$ cat config.mk
export PLATFORM = sky130hd
export DESIGN_NAME = instr_fetch_unit
export DESIGN_NICKNAME = d
export VERILOG_FILES = /design/src/rtl/cpu_pkg.sv /design/src/rtl/fetch_queue.sv /design/src/rtl/instr_fetch_unit.sv
export SDC_FILE = /design/constraint.sdc
export NUM_CORES = 1
export LEC_CHECK = 0
export CORE_AREA = 2 2 262 161
export CTS_CLUSTER_DIAMETER = 40
export CTS_CLUSTER_SIZE = 30
export DETAILED_ROUTE_END_ITERATION = 12
export DIE_AREA = 0 0 264 163
export PLACE_DENSITY = 0.56
export SETUP_SLACK_MARGIN = 0.02
export SLEW_MARGIN = 0
export SYNTH_ARGS = -nofsm -noshare
export SYNTH_HDL_FRONTEND = slang
export SYNTH_SLANG_ARGS = --single-unit
$ cat constraint.sdc
create_clock -name clk -period 10.8 [get_ports clk]
set_clock_uncertainty 0.05 [all_clocks]
set_input_delay 2.16 -clock clk [delete_from_list [all_inputs] [get_ports clk]]
set_output_delay 2.16 -clock clk [all_outputs]
set_load 0.02 [all_outputs]
$ cat src/rtl/cpu_pkg.sv
// Shared core types: datapath widths, the fetch-queue entry, and the fetch FSM states.
package cpu_pkg;
    localparam int XLEN    = 32;
    localparam int IMEM_AW = 8;

    typedef struct packed {
        logic [XLEN-1:0] pc;
        logic [XLEN-1:0] instr;
    } fetch_entry_t;

    typedef enum logic [1:0] {BOOT, RUN, HALT} fetch_state_e;
endpackage

$ cat src/rtl/fetch_queue.sv
// Small FIFO of fetch entries. Pointers carry an extra wrap bit so that full and empty are distinguishable.
module fetch_queue
    import cpu_pkg::*;
#(
    parameter int DEPTH = 4,
    localparam int AW = $clog2(DEPTH)
) (
    input  logic         clk,
    input  logic         reset,
    input  logic         push,
    input  fetch_entry_t push_data,
    input  logic         pop,
    input  logic         flush,
    output fetch_entry_t head,
    output logic [AW:0]  count,
    output logic         empty
);
    fetch_entry_t mem [DEPTH];
    logic [AW:0]  wr_ptr, rd_ptr;
    logic         full;

    assign count = wr_ptr - rd_ptr;
    assign empty = (count == '0);
    assign full  = (count == (AW+1)'(DEPTH));
    assign head  = mem[rd_ptr[AW-1:0]];

    always_ff @(posedge clk or posedge reset) begin
        if (reset) begin
            wr_ptr <= '0;
            rd_ptr <= '0;
        end else if (flush) begin
            wr_ptr <= '0;
            rd_ptr <= '0;
        end else begin
            if (push) wr_ptr <= wr_ptr + 1'b1;
            if (pop)  rd_ptr <= rd_ptr + 1'b1;
        end
    end

    always_ff @(posedge clk) begin
        if (push && !flush) mem[wr_ptr[AW-1:0]] <= push_data;
    end

    // The upstream credit check must never let a push land on a full queue.
    assert property (@(posedge clk) disable iff (reset) !(push && full));
endmodule

$ cat src/rtl/instr_fetch_unit.sv
// Fetch stage: PC generation, credit-limited imem requests, response kill on redirect, fetch queue to decode.
// Optional IFETCH_STATS_EN adds saturating stat_fetched / stat_stall counters.
module instr_fetch_unit
    import cpu_pkg::*;
#(
    parameter int              FQ_DEPTH = 4,
    parameter logic [XLEN-1:0] RESET_PC = '0
) (
    input  logic               clk,
    input  logic               reset,
    output logic               imem_req,
    output logic [IMEM_AW-1:0] imem_addr,
    input  logic [XLEN-1:0]    imem_rdata,
    input  logic               halt,
    input  logic               redirect_valid,
    input  logic [XLEN-1:0]    redirect_pc,
    output logic               if_valid,
    output logic [XLEN-1:0]    if_pc,
    output logic [XLEN-1:0]    if_instr,
    input  logic               id_ready
`ifdef IFETCH_STATS_EN
    ,
    output logic [31:0]        stat_fetched,
    output logic [31:0]        stat_stall
`endif
);
    localparam int QW = $clog2(FQ_DEPTH);

    fetch_state_e    state, state_nxt;
    logic [XLEN-1:0] pc, req_pc;
    logic            inflight, kill;
    logic            push, pop, q_empty, credit_ok;
    logic [QW:0]     q_count, occ;
    fetch_entry_t    head, push_data;

    // Queued entries plus the response still on its way; never exceeds FQ_DEPTH.
    assign occ       = q_count + {{QW{1'b0}}, inflight};
    assign credit_ok = occ < (QW+1)'(FQ_DEPTH);
    assign imem_addr = pc[IMEM_AW+1:2];

    always_comb begin
        state_nxt = state;
        imem_req  = 1'b0;
        case (state)
            BOOT: state_nxt = RUN;
            RUN: begin
                imem_req = credit_ok && !redirect_valid;
                if (halt) state_nxt = HALT;
            end
            HALT:    if (!halt) state_nxt = RUN;
            default: state_nxt = BOOT;
        endcase
    end

    always_ff @(posedge clk or posedge reset) begin
        if (reset) begin
            state    <= BOOT;
            pc       <= RESET_PC;
            req_pc   <= '0;
            inflight <= 1'b0;
            kill     <= 1'b0;
        end else begin
            state    <= state_nxt;
            inflight <= imem_req;
            kill     <= redirect_valid;
            if (imem_req) req_pc <= pc;
            if (redirect_valid)
                pc <= redirect_pc & ~XLEN'(3);
            else if (imem_req)
                pc <= pc + XLEN'(4);
        end
    end

    // A redirect flushes the queue this edge and drops whatever response is arriving.
    assign push            = inflight && !kill && !redirect_valid;
    assign push_data.pc    = req_pc;
    assign push_data.instr = imem_rdata;
    assign if_valid        = !q_empty && !redirect_valid;
    assign pop             = if_valid && id_ready;
    assign if_pc           = q_empty ? '0 : head.pc;
    assign if_instr        = q_empty ? '0 : head.instr;

    fetch_queue #(.DEPTH(FQ_DEPTH)) u_fq (
        .clk       (clk),
        .reset     (reset),
        .push      (push),
        .push_data (push_data),
        .pop       (pop),
        .flush     (redirect_valid),
        .head      (head),
        .count     (q_count),
        .empty     (q_empty)
    );

`ifdef IFETCH_STATS_EN
    logic stall;
    assign stall = (state == RUN) && !credit_ok && !redirect_valid;

    always_ff @(posedge clk or posedge reset) begin
        if (reset) begin
            stat_fetched <= '0;
            stat_stall   <= '0;
        end else begin
            if (push && stat_fetched != 32'hFFFF_FFFF) stat_fetched <= stat_fetched + 1'b1;
            if (stall && stat_stall != 32'hFFFF_FFFF)  stat_stall   <= stat_stall + 1'b1;
        end
    end
`endif
endmodule

==> metrics.cfg, run 1 <==
[worst_setup_path]
cp_cell_sequence = fa_1 -> nor3b_2 -> xnor2_1 -> buf_4 -> nor3_2 -> buf_4 -> clkdlybuf4s50_1
path_class = reg2out
cpMaxStageDelayCell = dfrtp_4
cp-start-kind = flop
crit_top_cell = buf_4
required_ns = 8.59
crit_family = buffers and inverters
cpPeakStageDelay_ns = 1.15
crit_fanout = 65
cp.arrival_ns = 4.13
crit_buf_inv = 3
end_kind = output pin

[timing]
maxSlewViolCount = 0
finalHoldViolCount = 0
hold-worst-slack_ns = 0.467
worst_pin_slew_ns = 1.07
layout_setup_ws_ns = 4.46
period_needed_ns = 6.34
final.setup.tns_ns = 0
slew_headroom = 0.286
setup_viol = 0
timing.final.crit_share = 0.587
rsz0062_at_grt = false
fmax_ghz = 0.158

[synth]
syn_area_sq_mm = 0.0128
synth_top_family_by_area = multiplexers
yosysSeqAreaShare = 0.718
syn_area_per_cell_sq_um = 17.7
synth-xor-area-share = 0.0162
yosys_warnings = 0
synth_ff_type = edfxtp_1
postSynth.asyncResetShare = 0.220
synth-simple-area-share = 0.0796
synth_compound_area_frac = 0.0226
synth_edf_count = 248
synth_mux_area_frac = 0.137
yosys.area_share.adder = 0.00840
synthDistinctLibCells = 43
postSynthCellCount = 724
ys_ff_latch = 318

[routing]
drc = 0
finalWirelength_um = 27700
ant_nets = 0
dr_total_vias = 6805
firstDrtPassIters = 6
avgViaCountPerCell = 4.75
drt_iter0_markers = 585
wire_per_inst_um = 19.3

[status]
status = finished, final reports clean

[floorplan]
design.core.area_sq_mm = 0.0409
row_count = 58
die_w_um = 264
dieArea_sq_mm = 0.0430
die-height_um = 163
io_pins = 143
start_util = 0.313

[global_routing]
grt_max_degree = 71
grt_pass1_wl_um = 42300
grt.overflow.total = 0
track_usage = 0.129
antenna_found_initial = 0
grt_pass1_vias = 6997

[cts]
cts_buffers = 35
post_cts_buffers = 0
cts_hold_buf = 0
clock-sinks = 318
cts_max_level = 2
clk_pin_slew_ns = 0.08
cts.path.max_buffers = 3
post_cts_resized = 0
clockRootBuffer = clkbuf_16
cts_tree = done
clock_latency_ns = 0.53

[min_path]
min_path_type = reg2reg

[pwr]
ir_drop_mv = 0.154
leakage_uw = 0.00529
p_per_area_mw_per_mm2 = 260
fin_total_pwr_uw = 4180

[final_layout]
area_growth_pct = 25.2
num-nets-final = 944
drive_gt1_frac = 0.201
diodes = 0

[place]
dp_slack_ns = 4.64
dp_hpwl_um = 16400
gp_congestion = 0.742
io_buffers = 138

[job]
maxCapViolCount = 0

through the flow:
| step | cells | instance area, sq um | util |
|---|---|---|---|
| CTS | 1434 | 16100 | 0.392 |
| floorplan | 725 | 12800 | - |
| global route | 1434 | 16100 | 0.392 |
| global placement | 1370 | 14800 | 0.361 |
| finish | 1434 | 16100 | 0.392 |
| detailed placement | 1370 | 14800 | 0.361 |
flip-flops by register name, summed over array words and instances (netlist names):
signal       flops
kill             1
req_pc          30
u_fq.rd_ptr      3
inflight         1
pc              30
state            2
u_fq.mem       248
u_fq.wr_ptr      3
report_power, final:
group	leakage, uW	internal [uW]	total, uW	switching (uW)
Clock	0.000615	721	1280	555
Sequential	0.00307	1480	1630	147
Combinational	0.00161	642	1270	632
layer usage:
layer  vias to the layer above  global-route usage  part of all wire
met5                         -                   0                 0
met3                        41              0.0290             0.045
li1                       3107                   -                 -
met4                         0              0.0313             0.014
met2                       126               0.194              0.45
met1                      3531               0.190              0.49
path summary, 6_finish.rpt:
path / from / to / slack, ns / cells after the start
setup / recovery: u_fq.rd_ptr[1] / imem_req / 4.46 / 7
hold / removal: req_pc[13] / u_fq.mem[0][45] / 0.47 / 0
setup reg to reg: u_fq.rd_ptr[1] / pc[30] / 6.91 / 6
hold reg to reg: req_pc[13] / u_fq.mem[0][45] / 0.47 / 0
max in group asynchronous: reset / u_fq.rd_ptr[1] / 7.76 / 3
min in group asynchronous: reset / pc[6] / 2.20 / 3
synthesized netlist by cell type (all sizes together), types with 2 or more instances:
cell type,n,share of area
mux2i,2,0.0016
o311ai,2,0.0014
or2,2,0.00098
clkbuf,25,0.0073
buf,19,0.0087
nand2b,2,0.00098
dfrtp,70,0.14
or4b,2,0.0016
nand2,30,0.0088
nand4,9,0.0044
a21oi,2,0.00078
xor2,8,0.0055
nor2b,2,0.00098
xnor2,13,0.0089
o31ai,7,0.0041
edfxtp,248,0.58
inv,8,0.0023
or3,6,0.0029
nor3,6,0.0023
and4,5,0.0034
nor4,4,0.0020
ha,7,0.0068
and3,4,0.0020
mux2,30,0.026
mux4,62,0.11
o21ai,22,0.0086
and2,63,0.031
a31oi,12,0.0059
nand3,14,0.0055
nor2,22,0.0064
or4,8,0.0050
logic make-up (layout without fill, tap and decap cells):
family,Yosys count,count (layout)
buffers and inverters,52,221
adder cells (fa/ha/maj),8,8
AND/OR/NAND/NOR,181,181
XOR/XNOR,22,22
flip-flops,318,318
AO/OA/AOI/OAI,48,48
other,1,2
multiplexers,94,94
area by class of cell:
| cell class | count | area, sq um |
|---|---|---|
| Fill cell | 3759 | 24900 |
| Multi-Input combinational cell | 355 | 3420 |
| Clock inverter | 27 | 360 |
| Timing Repair Buffer | 149 | 1460 |
| Tap cell | 540 | 676 |
| Clock buffer | 37 | 905 |
| Inverter | 8 | 30.0 |
| Sequential cell | 318 | 9210 |
placed cells by master, fill, tap and decap left out, drive strengths merged, types with 2 or more instances in the layout:
| cell type | count |
|---|---|
| a21oi | 2 |
| a31oi | 12 |
| and2 | 63 |
| and3 | 4 |
| and4 | 5 |
| buf | 12 |
| bufinv | 3 |
| clkbuf | 37 |
| clkdlybuf4s50 | 137 |
| clkinv | 12 |
| conb | 2 |
| dfrtp | 70 |
| edfxtp | 248 |
| ha | 7 |
| inv | 19 |
| mux2 | 30 |
| mux2i | 2 |
| mux4 | 62 |
| nand2 | 30 |
| nand2b | 2 |
| nand3 | 14 |
| nand4 | 9 |
| nor2 | 22 |
| nor2b | 2 |
| nor3 | 6 |
| nor4 | 4 |
| o21ai | 22 |
| o311ai | 2 |
| o31ai | 7 |
| or2 | 2 |
| or3 | 6 |
| or4 | 8 |
| or4b | 2 |
| xnor2 | 13 |
| xor2 | 8 |
No activity file was read; power rests on OpenSTA's default activity.
==> run 2: changes to the inputs <==
Clock period 10.8 ns to 5.9 ns, I/O delays scaled along.
==> metrics.cfg, run 2 (synthesis gave the netlist of run 1 again) <==
[global_routing]
grt.overflow.total = 0  ; unchanged
grt_pass1_vias = 7185  ; +2.7%
grt_max_degree = 65  ; -8.5%
track_usage = 0.133  ; +0.00396
grt_pass1_wl_um = 43600  ; +3.1%
antenna_found_initial = 0  ; unchanged

[cts]
clockRootBuffer = clkbuf_16
cts_tree = done
post_cts_resized = 0  ; unchanged
cts_buffers = 36  ; +2.9%
clock_latency_ns = 0.53  ; about the same
cts.path.max_buffers = 3  ; unchanged
cts_hold_buf = 0  ; unchanged
post_cts_buffers = 0  ; unchanged
cts_max_level = 2  ; unchanged
clock-sinks = 318  ; unchanged
clk_pin_slew_ns = 0.06  ; -0.02 ns

[final_layout]
num-nets-final = 943  ; -0.11%
area_growth_pct = 24.7
fin_area_sq_mm = 0.0160  ; -0.42%
drive_gt1_frac = 0.198  ; -0.00336
final_cells = 1434  ; unchanged
final_cell_mix = edfxtp_1, clkdlybuf4s50_1, dfrtp_1
diodes = 0  ; unchanged
final_common_cell = edfxtp_1
num-fill-cells = 3840  ; +2.2%
largest_reg_flops = 248  ; unchanged

[worst_setup_path]
cp.arrival_ns = 3.89  ; -0.24 ns
cp-start-kind = flop
required_ns = 4.67  ; -3.92 ns
end_kind = output pin
crit_fanout = 48  ; -26%
path_class = reg2out

[floorplan]
row_count = 58  ; unchanged
io_pins = 143  ; unchanged
die_w_um = 264  ; unchanged
start_util = 0.313  ; unchanged
dieArea_sq_mm = 0.0430  ; unchanged
design.core.area_sq_mm = 0.0409  ; unchanged
die-height_um = 163  ; unchanged

[timing]
maxSlewViolCount = 0  ; unchanged
slew_headroom = 0.280  ; -0.00599
rsz0062_at_grt = false
worst_pin_slew_ns = 1.08  ; +0.00898 ns
fmax_ghz = 0.195
period_needed_ns = 5.12
final.setup.tns_ns = 0  ; unchanged
setup_viol = 0  ; unchanged
finalHoldViolCount = 0  ; unchanged
timing.final.crit_share = 0.867

[pwr]
leakage_uw = 0.00525  ; -0.81%
swShare = 0.315  ; -0.00430
p_clk_frac = 0.295  ; -0.010
p_int_uw = 5180  ; +82%
p_per_area_mw_per_mm2 = 473  ; +82%
p_switching_uw = 2380  ; +78%
comb_power_share = 0.315  ; +0.010
ir_drop_mv = 0.269  ; +75%
power_frac_seq = 0.390  ; about the same

[routing]
dr_total_vias = 6844  ; +0.57%
drt_iter0_markers = 593  ; +1.4%
ant_nets = 0  ; unchanged
firstDrtPassIters = 4  ; -2
drc = 0  ; unchanged
avgViaCountPerCell = 4.77  ; +0.57%
wire_per_inst_um = 19.5  ; +1.1%
finalWirelength_um = 28000  ; +1.1%

[place]
io_buffers = 138  ; unchanged
numPlacedInstances = 1368  ; -0.15%
dp_hpwl_um = 16400  ; +0.22%
place_area_sq_mm = 0.0148  ; about the same
gp_congestion = 0.739  ; -0.50%

[status]
status = finished, final reports clean

[min_path]
min_path_type = reg2reg

[job]
maxCapViolCount = 0  ; unchanged

==> run 2: area by class of cell <==
cell class                      count  area, sq um  share of cell area
Sequential cell                   318         9210               0.576
Multi-Input combinational cell    355         3420               0.214
Tap cell                          540          676              0.0423
Clock buffer                       39          955              0.0597
Timing Repair Buffer              147         1440              0.0903
Clock inverter                     27          251              0.0157
Inverter                            8         30.0             0.00188
==> run 2: final timing paths <==
kind / startpoint / end / slack [ns] / depth (start not counted)
min: req_pc[5] / u_fq.mem[0][37] / 0.46 / 0
max: u_fq.rd_ptr[0] / if_instr[30] / 0.78 / 7
min in group asynchronous: reset / req_pc[4] / 0.89 / 2
max reg2reg: u_fq.rd_ptr[0] / pc[29] / 2.33 / 8
max in group asynchronous: reset / u_fq.rd_ptr[1] / 3.76 / 3
min reg2reg: req_pc[5] / u_fq.mem[0][37] / 0.46 / 0
==> run 2: power by group through the flow <==
| stage | sequential [uW] | combinational, uW | clock [uW] |
|---|---|---|---|
| 6_report | 2950 | 2380 | 2230 |
| 5_1_grt | 2990 | 2570 | 2400 |
| 4_1_cts | 2950 | 2440 | 2300 |
| 3_5_place_dp | 3000 | 2430 | 0 |
| 3_3_place_gp | 2990 | 2430 | 0 |
| 2_1_floorplan | 2870 | 1450 | 0 |
==> run 2: through the flow <==
stage | total power, uW | hold slack (ns) | setup slack (ns) | util
2_1_floorplan | 4320 | 0.422 | 1.36 | -
3_3_place_gp | 5410 | 0.446 | 1.26 | 0.361
3_5_place_dp | 5430 | 0.456 | 1.26 | 0.361
4_1_cts | 7700 | 0.467 | 0.689 | 0.391
5_1_grt | 7960 | 0.491 | 0.538 | 0.391
6_report | 7560 | 0.463 | 0.784 | 0.391
==> run 2: routing by layer <==
layer,share of wire,up-vias,global-route usage
met2,0.45,156,0.200
met4,0.015,0,0.0300
li1,-,3105,-
met5,0,-,0
met3,0.049,33,0.0289
met1,0.48,3550,0.198
==> run 2: critical path: stages, from the launching register on <==
cell	delay (ns)
dfrtp_4	0.68
ha_1	0.31
fa_1	0.36
xnor3_2	0.29
nand3_2	0.28
buf_4	0.53
and2_1	0.25
clkdlybuf4s50_1	0.62
